**config.mk**
```make
export PLATFORM = sky130hd
export DESIGN_NAME = bin2bcd_seq
export DESIGN_NICKNAME = d
export VERILOG_FILES = /design/src/rtl/bin2bcd_seq.sv
export SDC_FILE = /design/constraint.sdc
export NUM_CORES = 1
export LEC_CHECK = 0
export ABC_AREA = 1
export BUFFER_PORTS_ARGS = -buffer_cell sky130_fd_sc_hd__buf_2
export CORE_MARGIN = 2
export CORE_UTILIZATION = 25
export DETAILED_ROUTE_END_ITERATION = 10
export PLACE_DENSITY = 0.53
export SLEW_MARGIN = 20
export SYNTH_ARGS = -nofsm -noshare
export SYNTH_HDL_FRONTEND = slang
export SYNTH_SLANG_ARGS = --single-unit
```
**constraint.sdc**
```tcl
create_clock -name clk -period 1.22 [get_ports clk]
set_input_delay 0.061 -clock clk [delete_from_list [all_inputs] [get_ports clk]]
set_output_delay 0.061 -clock clk [all_outputs]
set_load 0.01 [all_outputs]
```
**src/rtl/bin2bcd_seq.sv**
```systemverilog
// Sequential binary-to-BCD converter (shift-and-add-3, one bit per clock).
// Accepts unsigned or two's-complement input and reports the sign separately.
module bin2bcd_seq #(
    parameter int BIN_W  = 16,
    parameter int DIGITS = 5
) (
    input  logic                  clk,
    input  logic                  rst,
    input  logic                  in_valid,
    output logic                  in_ready,
    input  logic [BIN_W-1:0]      bin_in,
    input  logic                  signed_in,
    output logic                  out_valid,
    input  logic                  out_ready,
    output logic [4*DIGITS-1:0]   bcd_out,
    output logic                  neg_out,
    output logic                  busy
);

    localparam int CNT_W = $clog2(BIN_W + 1);

    typedef enum logic [1:0] {
        IDLE  = 2'd0,
        SHIFT = 2'd1,
        DONE  = 2'd2
    } state_t;

    state_t               state_q, state_d;
    logic [CNT_W-1:0]     cnt_q, cnt_d;
    logic [4*DIGITS-1:0]  digits_q, digits_d;
    logic [BIN_W-1:0]     mag_q, mag_d;
    logic                 neg_q, neg_d;
    logic                 in_ready_q, in_ready_d;
    logic                 out_valid_q, out_valid_d;
    logic                 busy_q, busy_d;

    logic [4*DIGITS-1:0]  digits_adj;
    logic [BIN_W-1:0]     in_mag;
    logic                 in_is_neg;

    // Add-3 correction on every digit before it is doubled by the shift.
    for (genvar gi = 0; gi < DIGITS; gi++) begin : g_adj
        assign digits_adj[4*gi +: 4] = (digits_q[4*gi +: 4] >= 4'd5)
                                     ? digits_q[4*gi +: 4] + 4'd3
                                     : digits_q[4*gi +: 4];
    end

    // Negating the most negative value wraps to itself, which read unsigned is
    // exactly its magnitude.
    assign in_is_neg = signed_in && bin_in[BIN_W-1];
    assign in_mag    = in_is_neg ? -bin_in : bin_in;

    always_comb begin
        state_d  = state_q;
        cnt_d    = cnt_q;
        digits_d = digits_q;
        mag_d    = mag_q;
        neg_d    = neg_q;
        unique case (state_q)
            IDLE: begin
                if (in_valid) begin
                    digits_d = '0;
                    mag_d    = in_mag;
                    neg_d    = in_is_neg && (in_mag != '0);
                    cnt_d    = CNT_W'(BIN_W);
                    state_d  = SHIFT;
                end
            end
            SHIFT: begin
                {digits_d, mag_d} = {digits_adj, mag_q} << 1;
                cnt_d = cnt_q - CNT_W'(1);
                if (cnt_q == CNT_W'(1)) begin
                    state_d = DONE;
                end
            end
            DONE: begin
                if (out_ready) begin
                    state_d = IDLE;
                end
            end
            default: state_d = IDLE;
        endcase
        in_ready_d  = (state_d == IDLE);
        out_valid_d = (state_d == DONE);
        busy_d      = (state_d == SHIFT);
    end

    always_ff @(posedge clk or posedge rst) begin
        if (rst) begin
            state_q     <= IDLE;
            cnt_q       <= '0;
            digits_q    <= '0;
            mag_q       <= '0;
            neg_q       <= 1'b0;
            in_ready_q  <= 1'b1;
            out_valid_q <= 1'b0;
            busy_q      <= 1'b0;
        end else begin
            state_q     <= state_d;
            cnt_q       <= cnt_d;
            digits_q    <= digits_d;
            mag_q       <= mag_d;
            neg_q       <= neg_d;
            in_ready_q  <= in_ready_d;
            out_valid_q <= out_valid_d;
            busy_q      <= busy_d;
        end
    end

    assign in_ready  = in_ready_q;
    assign out_valid = out_valid_q;
    assign busy      = busy_q;
    assign bcd_out   = digits_q;
    assign neg_out   = neg_q;

endmodule

```
Word level (Yosys, flattened, before mapping)
Index checks and enable logic that the tools add are counted.
{ "classes": {"order_cmp": 5, "muxes": 16, "add_sub_neg": 7, "reduce_logical": 8, "n_eq_ne": 6} }
{ "op_table": {"columns": ["op", "count"], "rows": [
  ["one-hot mux 20 bit (2 select lines)", 1],
  ["two-way mux 16 bit", 2],
  ["one-hot mux 16 bit (2 select lines)", 1],
  ["greater-or-equal comparator 4 x 3 -> 1 bit, second input constant", 5],
  ["two-way mux 20 bit", 1],
  ["adder 4 x 2 -> 4 bit, second input constant", 4],
  ["two-way mux 4 bit", 4],
  ["negation 16 bit", 1],
  ["nonzero test 16 bit", 1],
  ["one-hot mux 5 bit (2 select lines)", 1],
  ["two-way mux 2 bit", 3],
  ["one-hot mux 2 bit (3 select lines)", 1],
  ["equality test 5 x 1 -> 1 bit, second input constant", 1],
  ["two-way mux 5 bit", 1],
  ["subtractor 5 x 1 -> 5 bit, second input constant", 1],
  ["equality test 2 x 1 -> 1 bit, second input constant", 2],
  ["equality test 2 bit, second input constant", 2],
  ["zero test 2 bit", 2],
  ["AND reduction 2 bit", 2],
  ["adder 3 x 2 -> 3 bit, second input constant", 1],
  ["two-way mux 3 bit", 1],
  ["logical AND 1 bit", 2],
  ["!= test 2 bit, second input constant", 1],
  ["nonzero test 2 bit", 1]
]} }
{ "totals": {"inputBits": 21, "reg_bits": 47, "out_inout_bits": 24, "word_cells": 50} }

Depth between registers and ports, before layout
Gate-level depths: netlist (run 1).
{ "depth": {"depth_word": 4, "mapped_depth": 14, "mapped_depth_nobuf": 14} }

Worst setup path after synthesis (run 1)
No wires, ideal clock.
{ "synth_path": {"kind": "register to register", "from": "register state_q[0]", "to": "register mag_q[2]", "path_slack_ns": -0.130, "t_required_ns": 1.085, "setup_ns": 0.135, "arrival_ns": 1.216, "synth_period_minus_slack_ns": 1.350, "path_stages_with_launch": 8, "n_path_buf": 1, "cell_sequence": "dfrtp_1 nor2_2 nand2_2 nand2_4 inv_2 buf_6 a22oi_1 o21ai_0"} }
{ "synth_via": {"elab_chain_len": 3, "elab_cells_between_ends": 6, "cone_classes": "2 x eq/ne; 1 x mux; 3 x reduce/logical"} }
{ "synth_rtl": {"columns": ["element", "line", "rtl"], "rows": [
  ["start, declared", "28", "state_t state_q, state_d;"],
  ["start signal, assigned", "99", "state_q <= state_d;"],
  ["equality test 2 x 1 -> 1 bit or zero test 2 bit (tied branches)", "59", "unique case (state_q)"],
  ["nonzero test 2 bit (no source line) or != test 2 bit (tied branches)", null, null],
  ["AND reduction 2 bit (no source line)", null, null],
  ["end signal, assigned", "102", "mag_q <= mag_d;"],
  ["end, declared", "31", "logic [BIN_W-1:0] mag_q, mag_d;"]
]} }
Several ways; a longest one is shown, not always the timed one.
A chain may end at the register's enable or synchronous reset.

Worst setup path in the final report (run 1)
{ "layout_path": {"from": "register digits_q[8], in the netlist bcd_out[8]", "to": "register digits_q[9], in the netlist bcd_out[9]"} }
{ "layout_via": {"elab_chain_len": 3, "elab_cells_between_ends": 4, "cone_classes": "1 x add/sub; 1 x order compare; 2 x mux"} }
{ "layout_rtl": {"columns": ["element", "line", "rtl"], "rows": [
  ["start, declared", "30", "logic [4*DIGITS-1:0] digits_q, digits_d;"],
  ["start signal, assigned", "101", "digits_q <= digits_d;"],
  ["adder 4 x 2 -> 4 bit or greater-or-equal comparator 4 x 3 -> 1 bit (tied branches)", "44, 43", null],
  ["two-way mux 4 bit *", "44", "? digits_q[4*gi +: 4] + 4'd3"],
  ["one-hot mux 20 bit (2 select lines) *", "59", null]
]} }
Mark *: on every way between the ends. The rest lies on a longest branch, timed or not.

==> tab_implementation.tex, run 1 <==
\begin{tabular}{lr}
\hline
Metric & Value \\
\hline
\multicolumn{2}{l}{\textbf{Place}} \\
IO Port Bufs & 44 \\
Total cell area at the placement stage & 0.00376 mm2 \\
Post-DP HPWL & 5.38 mm \\
Weighted congestion at the end of routability-driven global placement & 0.761 \\
\multicolumn{2}{l}{\textbf{Logic synthesis}} \\
Synthesized netlist cell count & 371 \\
Count of warnings emitted by yosys & 0 \\
Synthesized net count & 406 \\
Cell Area, Synth & 0.00282 mm2 \\
Sequential area share after synthesis & 41.8\% \\
Number of distinct library cell variants in the gate-level netlist after synthesis & 28 \\
Average cell area after synthesis & 7.59 um2 \\
Total of flip-flops plus latches after synthesis & 47 \\
\multicolumn{2}{l}{\textbf{Detailed routing}} \\
Final wirelength & 7.82 mm \\
Post-detailed-route count of antenna-violating nets & 0 \\
Average via count per standard cell & 4.55 \\
Starting DRC count in detailed routing & 150 \\
Drt first pass iters & 4 \\
DRC violations left & 0 \\
Post-DR wirelength/cell & 12.0 um \\
Via count & 2972 \\
\multicolumn{2}{l}{\textbf{Clock tree}} \\
Number of clock buffers inserted by TritonCTS & 5 \\
CTS Root Buffer Type & clkbuf\_16 \\
TritonCTS clock tree & built \\
Clock sink count & 47 \\
Clock slew at reported path FFs & 0.07 ns \\
Total number of H-tree levels & 2 \\
Clock latency at the later pin of the worst-skew pair & 0.28 ns \\
Clock buffer depth & 2 \\
\multicolumn{2}{l}{\textbf{Timing}} \\
Fin. max-slew vios & 0 \\
Final worst-path setup slack & -0.0551 ns \\
Number of hold violations in the final report & 0 \\
Setup repair after global routing missed its margin & true \\
Maximum clock skew at final layout & 0.00662 ns \\
Max\_slew headroom & 81.2\% \\
WHS & 0.108 ns \\
Setup violations, final & 25 \\
Slew @ Worst Pin & 0.279 ns \\
Total Neg Setup Slack & -0.549 ns \\
Clock period minus final worst setup slack & 1.28 ns \\
Share of the clock period used by the worst path after layout & 105\% \\
Max Clock Freq & 784 MHz \\
\multicolumn{2}{l}{\textbf{Worst hold path}} \\
Classification of the worst-slack hold path & input pin to flip-flop \\
Hold\_sp & in\_valid \\
\multicolumn{2}{l}{\textbf{Finish}} \\
Finished Cell Area & 0.00455 mm2 \\
Final core utilization & 41.6\% \\
Most common library cell in the layout ignoring fill and taps & buf\_4 \\
Area added between synthesis and finish & 61.5\% \\
Layout net count & 547 \\
Highest-count cells in the layout ignoring fill and taps & buf\_4, nand2\_1, dfrtp\_1, buf\_2, inv\_1 \\
Number of antenna cells inserted & 0 \\
Number of fill cells in the layout & 1074 \\
Share of cells above drive strength 1 & 47.2\% \\
\multicolumn{2}{l}{\textbf{Floorplan}} \\
Die Area & 0.0121 mm2 \\
Chip width & 110 um \\
Initial core utilization & 25.8\% \\
Height of the die & 110 um \\
Row cnt & 38 \\
I/O pin count & 45 \\
Area of the core region & 0.0109 mm2 \\
\multicolumn{2}{l}{\textbf{Setup path}} \\
Origin of the worst setup path & bcd\_out[8]\$\_DFFE\_PP0P\_ \\
Worst Path Class, Setup & flip-flop to flip-flop \\
Most repeated library cell on the critical path & inv\_2 \\
Family with the most delay on the worst path & flip-flops \\
CP required & 1.41 ns \\
Maximum cell stage delay along the critical path & 0.43 ns \\
Master of the slowest instance on the critical path & dfrtp\_2 \\
Number of buffer and inverter stages on the critical path & 3 \\
Critical path startpoint category & flip-flop \\
Reg2reg start & bcd\_out[8]\$\_DFFE\_PP0P\_ \\
Category of the worst setup path capture point & flip-flop \\
Cell chain of the critical path & inv\_2 > ha\_4 > nor2\_1 > inv\_1 > nand3\_2 > inv\_2 > nor2\_2 > o32ai\_1 \\
Data arrival time of the critical path & 1.46 ns \\
Maximum fanout along the worst path & 4 \\
\multicolumn{2}{l}{\textbf{Global route}} \\
Tot GR Track Use & 13.2\% \\
Number of global-route vias before repair & 2990 \\
Global-route wire length before repair & 12.9 mm \\
Overall overflow remaining after global route & 0 \\
Pin count of the biggest net entering global routing & 48 \\
Antenna violations before repair & 0 \\
\multicolumn{2}{l}{\textbf{Power}} \\
Total net switching power & 4750 uW \\
Internal power component & 6790 uW \\
Clock power share & 13.9\% \\
Power density over cell area & 2540 mW/mm2 \\
Leak Pwr & 0.00228 uW \\
Proportion of power drawn by combinational gates & 60.8\% \\
Sequential share of power & 25.3\% \\
IR Drop Worst-Case VDD & 1.26 mV \\
Switching Share & 41.1\% \\
\multicolumn{2}{l}{\textbf{Status}} \\
Violations in the final reports & setup timing \\
Run status & finished, violations left \\
\multicolumn{2}{l}{\textbf{Job}} \\
Max-cap check violation count & 0 \\
\hline
\end{tabular}
worst reg2reg max path, stage by stage, from the launching register on:
cell and delay (ns):
dfrtp_2 0.43, inv_2 0.09, ha_4 0.13, nor2_1 0.04, inv_1 0.07, nand3_2 0.10, inv_2 0.09, nor2_2 0.04
o32ai_1 0.20
cell type report:
type,instances,area [um2],area share (%)
repair buffers,142,1030,22.8
repair inverters,1,11.3,0.248
clock buffers,6,139,3.05
flip-flops and latches,47,1180,25.9
inverters,64,263,5.78
multi-input cells,251,1710,37.6
clock inverters,2,35.0,0.770
well taps,140,175,3.85
worst paths after layout:
| check | endpoint | slack (ns) | cells past startpoint |
|---|---|---|---|
| setup / recovery | bcd_out[9]$_DFFE_PP0P_ | -0.06 | 8 |
| hold / removal | mag_q[10]$_DFFE_PP0P_ | 0.11 | 3 |
| setup reg to reg | bcd_out[9]$_DFFE_PP0P_ | -0.06 | 8 |
| hold reg to reg | cnt_q[4]$_DFFE_PP0P_ | 0.51 | 2 |
| max in group asynchronous | in_ready$_DFF_PP1_ | 0.55 | 4 |
| min in group asynchronous | cnt_q[0]$_DFFE_PP0P_ | 0.38 | 4 |
routing by layer:
| metal | routed length (um) | part of all wire [%] | up-vias | global-route usage [%] |
|---|---|---|---|---|
| met2 | 3920 | 50 | 51 | 25.2 |
| met4 | 28 | 0.36 | 0 | 2.41 |
| li1 | - | - | 1504 | - |
| met5 | 0 | 0 | - | 0 |
| met3 | 326 | 4.2 | 2 | 2.65 |
| met1 | 3540 | 45 | 1415 | 15.3 |
what timing repair did:
item	in CTS	in global routing
setup buffers	20	8
hold buffers	2	0
endpoints found under the hold margin	47	0
resized for setup	54	56
setup endpoints to repair	33	45
gates cloned	1	0
pin swaps	12	18
power groups by stage:
stage,sequential (uW),combinational [uW],clock [uW]
floorplan,2970,2870,0
global placement,2840,4830,0
detailed placement,2860,4980,0
CTS,2900,6110,1630
global route,3020,7800,1720
finish,2920,7010,1610
cells in the mapped netlist:
cell / instances / share of area, %
clkbuf_1: 4 / 0.53
o31ai_1: 1 / 0.27
nor2_2: 2 / 0.44
o22ai_1: 7 / 1.6
inv_1: 61 / 8.1
nand2_2: 3 / 0.67
o221ai_1: 1 / 0.31
nand2_1: 79 / 11
nand4_1: 2 / 0.44
buf_2: 3 / 0.53
a21oi_1: 1 / 0.18
nand2_4: 1 / 0.40
inv_2: 2 / 0.27
mux2i_1: 1 / 0.36
dfrtp_1: 46 / 41
buf_6: 2 / 0.80
dfstp_2: 1 / 0.93
o32ai_1: 6 / 1.9
o211ai_1: 1 / 0.27
inv_4: 1 / 0.22
nor3_1: 2 / 0.36
o21ai_2: 1 / 0.31
nor2_1: 29 / 3.9
nand3_1: 42 / 7.5
o21ai_0: 39 / 6.9
a22oi_1: 14 / 3.7
xor2_1: 5 / 1.6
ha_1: 14 / 6.2
sequential cells by signal, summed over array words and instances, names as in the netlist:
| signal | flops |
|---|---|
| busy | 1 |
| cnt_q | 5 |
| state_q | 2 |
| neg_out | 1 |
| mag_q | 16 |
| in_ready | 1 |
| bcd_out | 20 |
| out_valid | 1 |
cells by family after synthesis:
kind of cell	share of synthesized area, %
AOI/OAI and AO/OA	15.4
xor gates and xnor gates	1.55
adders and majority gates	6.22
buffers and inverters	10.5
DFF	41.8
muxes	0.355
and+or+nand+nor	24.2
stage by stage:
stage	total power, uW	setup slack, ns	cells
finish	11500	-0.0551	653
global route	12500	-0.125	653
CTS	10600	-0.0765	645
detailed placement	7840	-0.235	614
global placement	7680	-0.209	614
floorplan	5840	-0.0552	371
Note: power is estimated with default switching activity, not from simulation.
==> inputs of run 2 (changes only) <==
--- a/config.mk
+++ b/config.mk
@@ -10,6 +10,7 @@
 export CORE_MARGIN = 2
 export CORE_UTILIZATION = 25
 export DETAILED_ROUTE_END_ITERATION = 10
+export GPL_TIMING_DRIVEN = 0
 export PLACE_DENSITY = 0.53
 export SLEW_MARGIN = 20
 export SYNTH_ARGS = -nofsm -noshare
==> constraint.sdc (replaced) <==
create_clock -name clk -period 1.1 [get_ports clk]
set_input_delay 0.055 -clock clk [delete_from_list [all_inputs] [get_ports clk]]
set_output_delay 0.055 -clock clk [all_outputs]
set_load 0.01 [all_outputs]
==> run 2 against run 1 <==
The run still ends with setup timing left. Highest routed layer unchanged. Final cell count fell by 5.4%. Non-clock buffer count fell by 34. Sequential share of layout area rose by 0.62 points. Combinational power rose by 19%. Register-to-register slack got worse by 0.22 ns. Wire length rose by 6.2%.
==> tab_implementation.tex, run 2 (synthesis results as in run 1) <==
\begin{tabular}{lr}
\hline
Metric & Value \\
\hline
\multicolumn{2}{l}{\textbf{Power}} \\
Sequential share of power & 24.5\% \\
Internal power component & 7800 uW \\
Total net switching power & 5590 uW \\
Leak Pwr & 0.00215 uW \\
Power density over cell area & 3010 mW/mm2 \\
Total Power Consumption & 13400 uW \\
Clock power share & 13.4\% \\
Switching Share & 41.8\% \\
Proportion of power drawn by combinational gates & 62.1\% \\
IR Drop Worst-Case VDD & 1.42 mV \\
\multicolumn{2}{l}{\textbf{Global route}} \\
Number of global-route vias before repair & 2827 \\
Tot GR Track Use & 13.4\% \\
Overall overflow remaining after global route & 0 \\
Met1 usage & 16.4\% \\
Global routing usage on met2 & 24.5\% \\
Busiest layer in global routing & met2 \\
Global-route wire length before repair & 13.0 mm \\
GR Util met3 & 2.41\% \\
Pin count of the biggest net entering global routing & 48 \\
Antenna violations before repair & 0 \\
\multicolumn{2}{l}{\textbf{Finish}} \\
Highest-count cells in the layout ignoring fill and taps & nand2\_1, buf\_2, buf\_4, dfrtp\_1, inv\_1 \\
Number of fill cells in the layout & 1087 \\
Share of cells above drive strength 1 & 48.1\% \\
Most common library cell in the layout ignoring fill and taps & nand2\_1 \\
Number of flip-flops in the largest register & 20 \\
Area added between synthesis and finish & 58.2\% \\
Number of antenna cells inserted & 0 \\
Footprint of the flip-flops and latches & 0.00118 mm2 \\
Area of the multi-input gates & 0.00178 mm2 \\
Layout net count & 512 \\
\multicolumn{2}{l}{\textbf{Timing}} \\
Number of hold violations in the final report & 0 \\
Setup violations, final & 46 \\
WHS & 0.0841 ns \\
Setup repair after global routing missed its margin & true \\
Fin. max-slew vios & 0 \\
Clock period minus final worst setup slack & 1.38 ns \\
Final worst-path setup slack & -0.276 ns \\
Max\_slew headroom & 55.4\% \\
Slew @ Worst Pin & 0.667 ns \\
Maximum clock skew at final layout & 0.00450 ns \\
Max Clock Freq & 727 MHz \\
Share of the clock period used by the worst path after layout & 125\% \\
\multicolumn{2}{l}{\textbf{Status}} \\
Run status & finished, violations left \\
Violations in the final reports & setup timing \\
\multicolumn{2}{l}{\textbf{Detailed routing}} \\
Via count & 2860 \\
Final wirelength & 8.31 mm \\
Post-DR wirelength/cell & 13.4 um \\
Drt first pass iters & 4 \\
Average via count per standard cell & 4.63 \\
Post-detailed-route count of antenna-violating nets & 0 \\
DRC violations left & 0 \\
Starting DRC count in detailed routing & 163 \\
\multicolumn{2}{l}{\textbf{Floorplan}} \\
Area of the core region & 0.0109 mm2 \\
Initial core utilization & 25.8\% \\
Row cnt & 38 \\
Height of the die & 110 um \\
I/O pin count & 45 \\
Die Area & 0.0121 mm2 \\
Chip width & 110 um \\
\multicolumn{2}{l}{\textbf{Place}} \\
IO Port Bufs & 44 \\
Weighted congestion at the end of routability-driven global placement & 0.843 \\
Worst slack at placement & -0.581 ns \\
Post-DP HPWL & 5.20 mm \\
\multicolumn{2}{l}{\textbf{Setup path}} \\
CP required & 1.27 ns \\
Category of the worst setup path capture point & flip-flop \\
Data arrival time of the critical path & 1.55 ns \\
Worst Path Class, Setup & flip-flop to flip-flop \\
Maximum fanout along the worst path & 5 \\
Critical path startpoint category & flip-flop \\
\multicolumn{2}{l}{\textbf{Clock tree}} \\
TritonCTS clock tree & built \\
Clock buffer depth & 2 \\
CTS Root Buffer Type & clkbuf\_16 \\
Total number of H-tree levels & 2 \\
Clock latency at the later pin of the worst-skew pair & 0.29 ns \\
Clock slew at reported path FFs & 0.07 ns \\
Number of clock buffers inserted by TritonCTS & 5 \\
Clock sink count & 47 \\
\multicolumn{2}{l}{\textbf{Worst hold path}} \\
Classification of the worst-slack hold path & input pin to flip-flop \\
\multicolumn{2}{l}{\textbf{Job}} \\
Max-cap check violation count & 0 \\
\hline
\end{tabular}
==> run 2: cell types whose count changed in the layout (fill, tap and decap cells not counted), moves of 4 or more <==
cell / delta
o22ai_2: +4
nor2_1: -4
nand2_1: -6
buf_8: +4
buf_4: -45
nand2_2: +7
o21ai_2: +5
buf_6: +4
==> run 2: path summary, 6_finish.rpt <==
path                                              start                      end  slack, ns  cells past startpoint
max in group asynchronous                           rst       in_ready$_DFF_PP1_       0.11                      4
worst min register to register     cnt_q[4]$_DFFE_PP0P_     cnt_q[4]$_DFFE_PP0P_       0.49                      2
worst max register to register  bcd_out[12]$_DFFE_PP0P_  bcd_out[13]$_DFFE_PP0P_      -0.28                      8
worst max-delay path            bcd_out[12]$_DFFE_PP0P_  bcd_out[13]$_DFFE_PP0P_      -0.28                      8
min in group asynchronous                           rst     mag_q[2]$_DFFE_PP0P_       0.41                      3
worst min-delay path                           in_valid    mag_q[10]$_DFFE_PP0P_       0.08                      3
==> run 2: power groups by stage <==
stage	logic, uW	registers [uW]	clock network [uW]
2_1_floorplan	3290	3290	0
3_3_place_gp	4670	3200	0
3_5_place_dp	4820	3210	0
4_1_cts	6890	3230	1820
5_1_grt	9130	3400	1900
6_report	8320	3280	1790
==> run 2: what timing repair did <==
item	CTS	global route
setup buffers	34	16
gates resized for setup	78	68
hold buffers	1	1
endpoints found under the setup margin	45	47
hold endpoints to repair	1	27
pin swaps	11	21
cloned	2	2
==> run 2: routing by layer <==
| layer | up-vias | part of all wire, % |
|---|---|---|
| met4 | 0 | 0.64 |
| li1 | 1439 | - |
| met2 | 48 | 50 |
| met1 | 1366 | 45 |
| met3 | 7 | 3.7 |
| met5 | - | 0 |
==> run 2: metrics by stage <==
step	cell area, um2	TNS, ns	util, %	std cells
after floorplan	2920	-4.15	-	371
after global placement	3320	-15.20	30.3	555
after detailed placement	3320	-15.81	30.3	555
after CTS	4050	-5.74	37.1	600
after global routing	4460	-9.25	40.7	618
final	4460	-6.22	40.7	618
==> run 2: worst max-delay path: stages, from the launching register on <==
cell and delay, ns:
dfrtp_2 0.44, inv_2 0.08, ha_4 0.13, nor2_2 0.03
inv_1 0.08, nand3_2 0.10, inv_2 0.09, nor2_1 0.05
o32ai_1 0.27
==> run 2: final cells by class <==
class	count	share of cell area [%]
multi-input combinational	251	39.9
sequential	47	26.6
timing repair buffer	100	17.2
inverter	64	5.90
tap	140	3.93
clock buffer	6	3.12
buffer	8	2.58
clock inverter	2	0.786
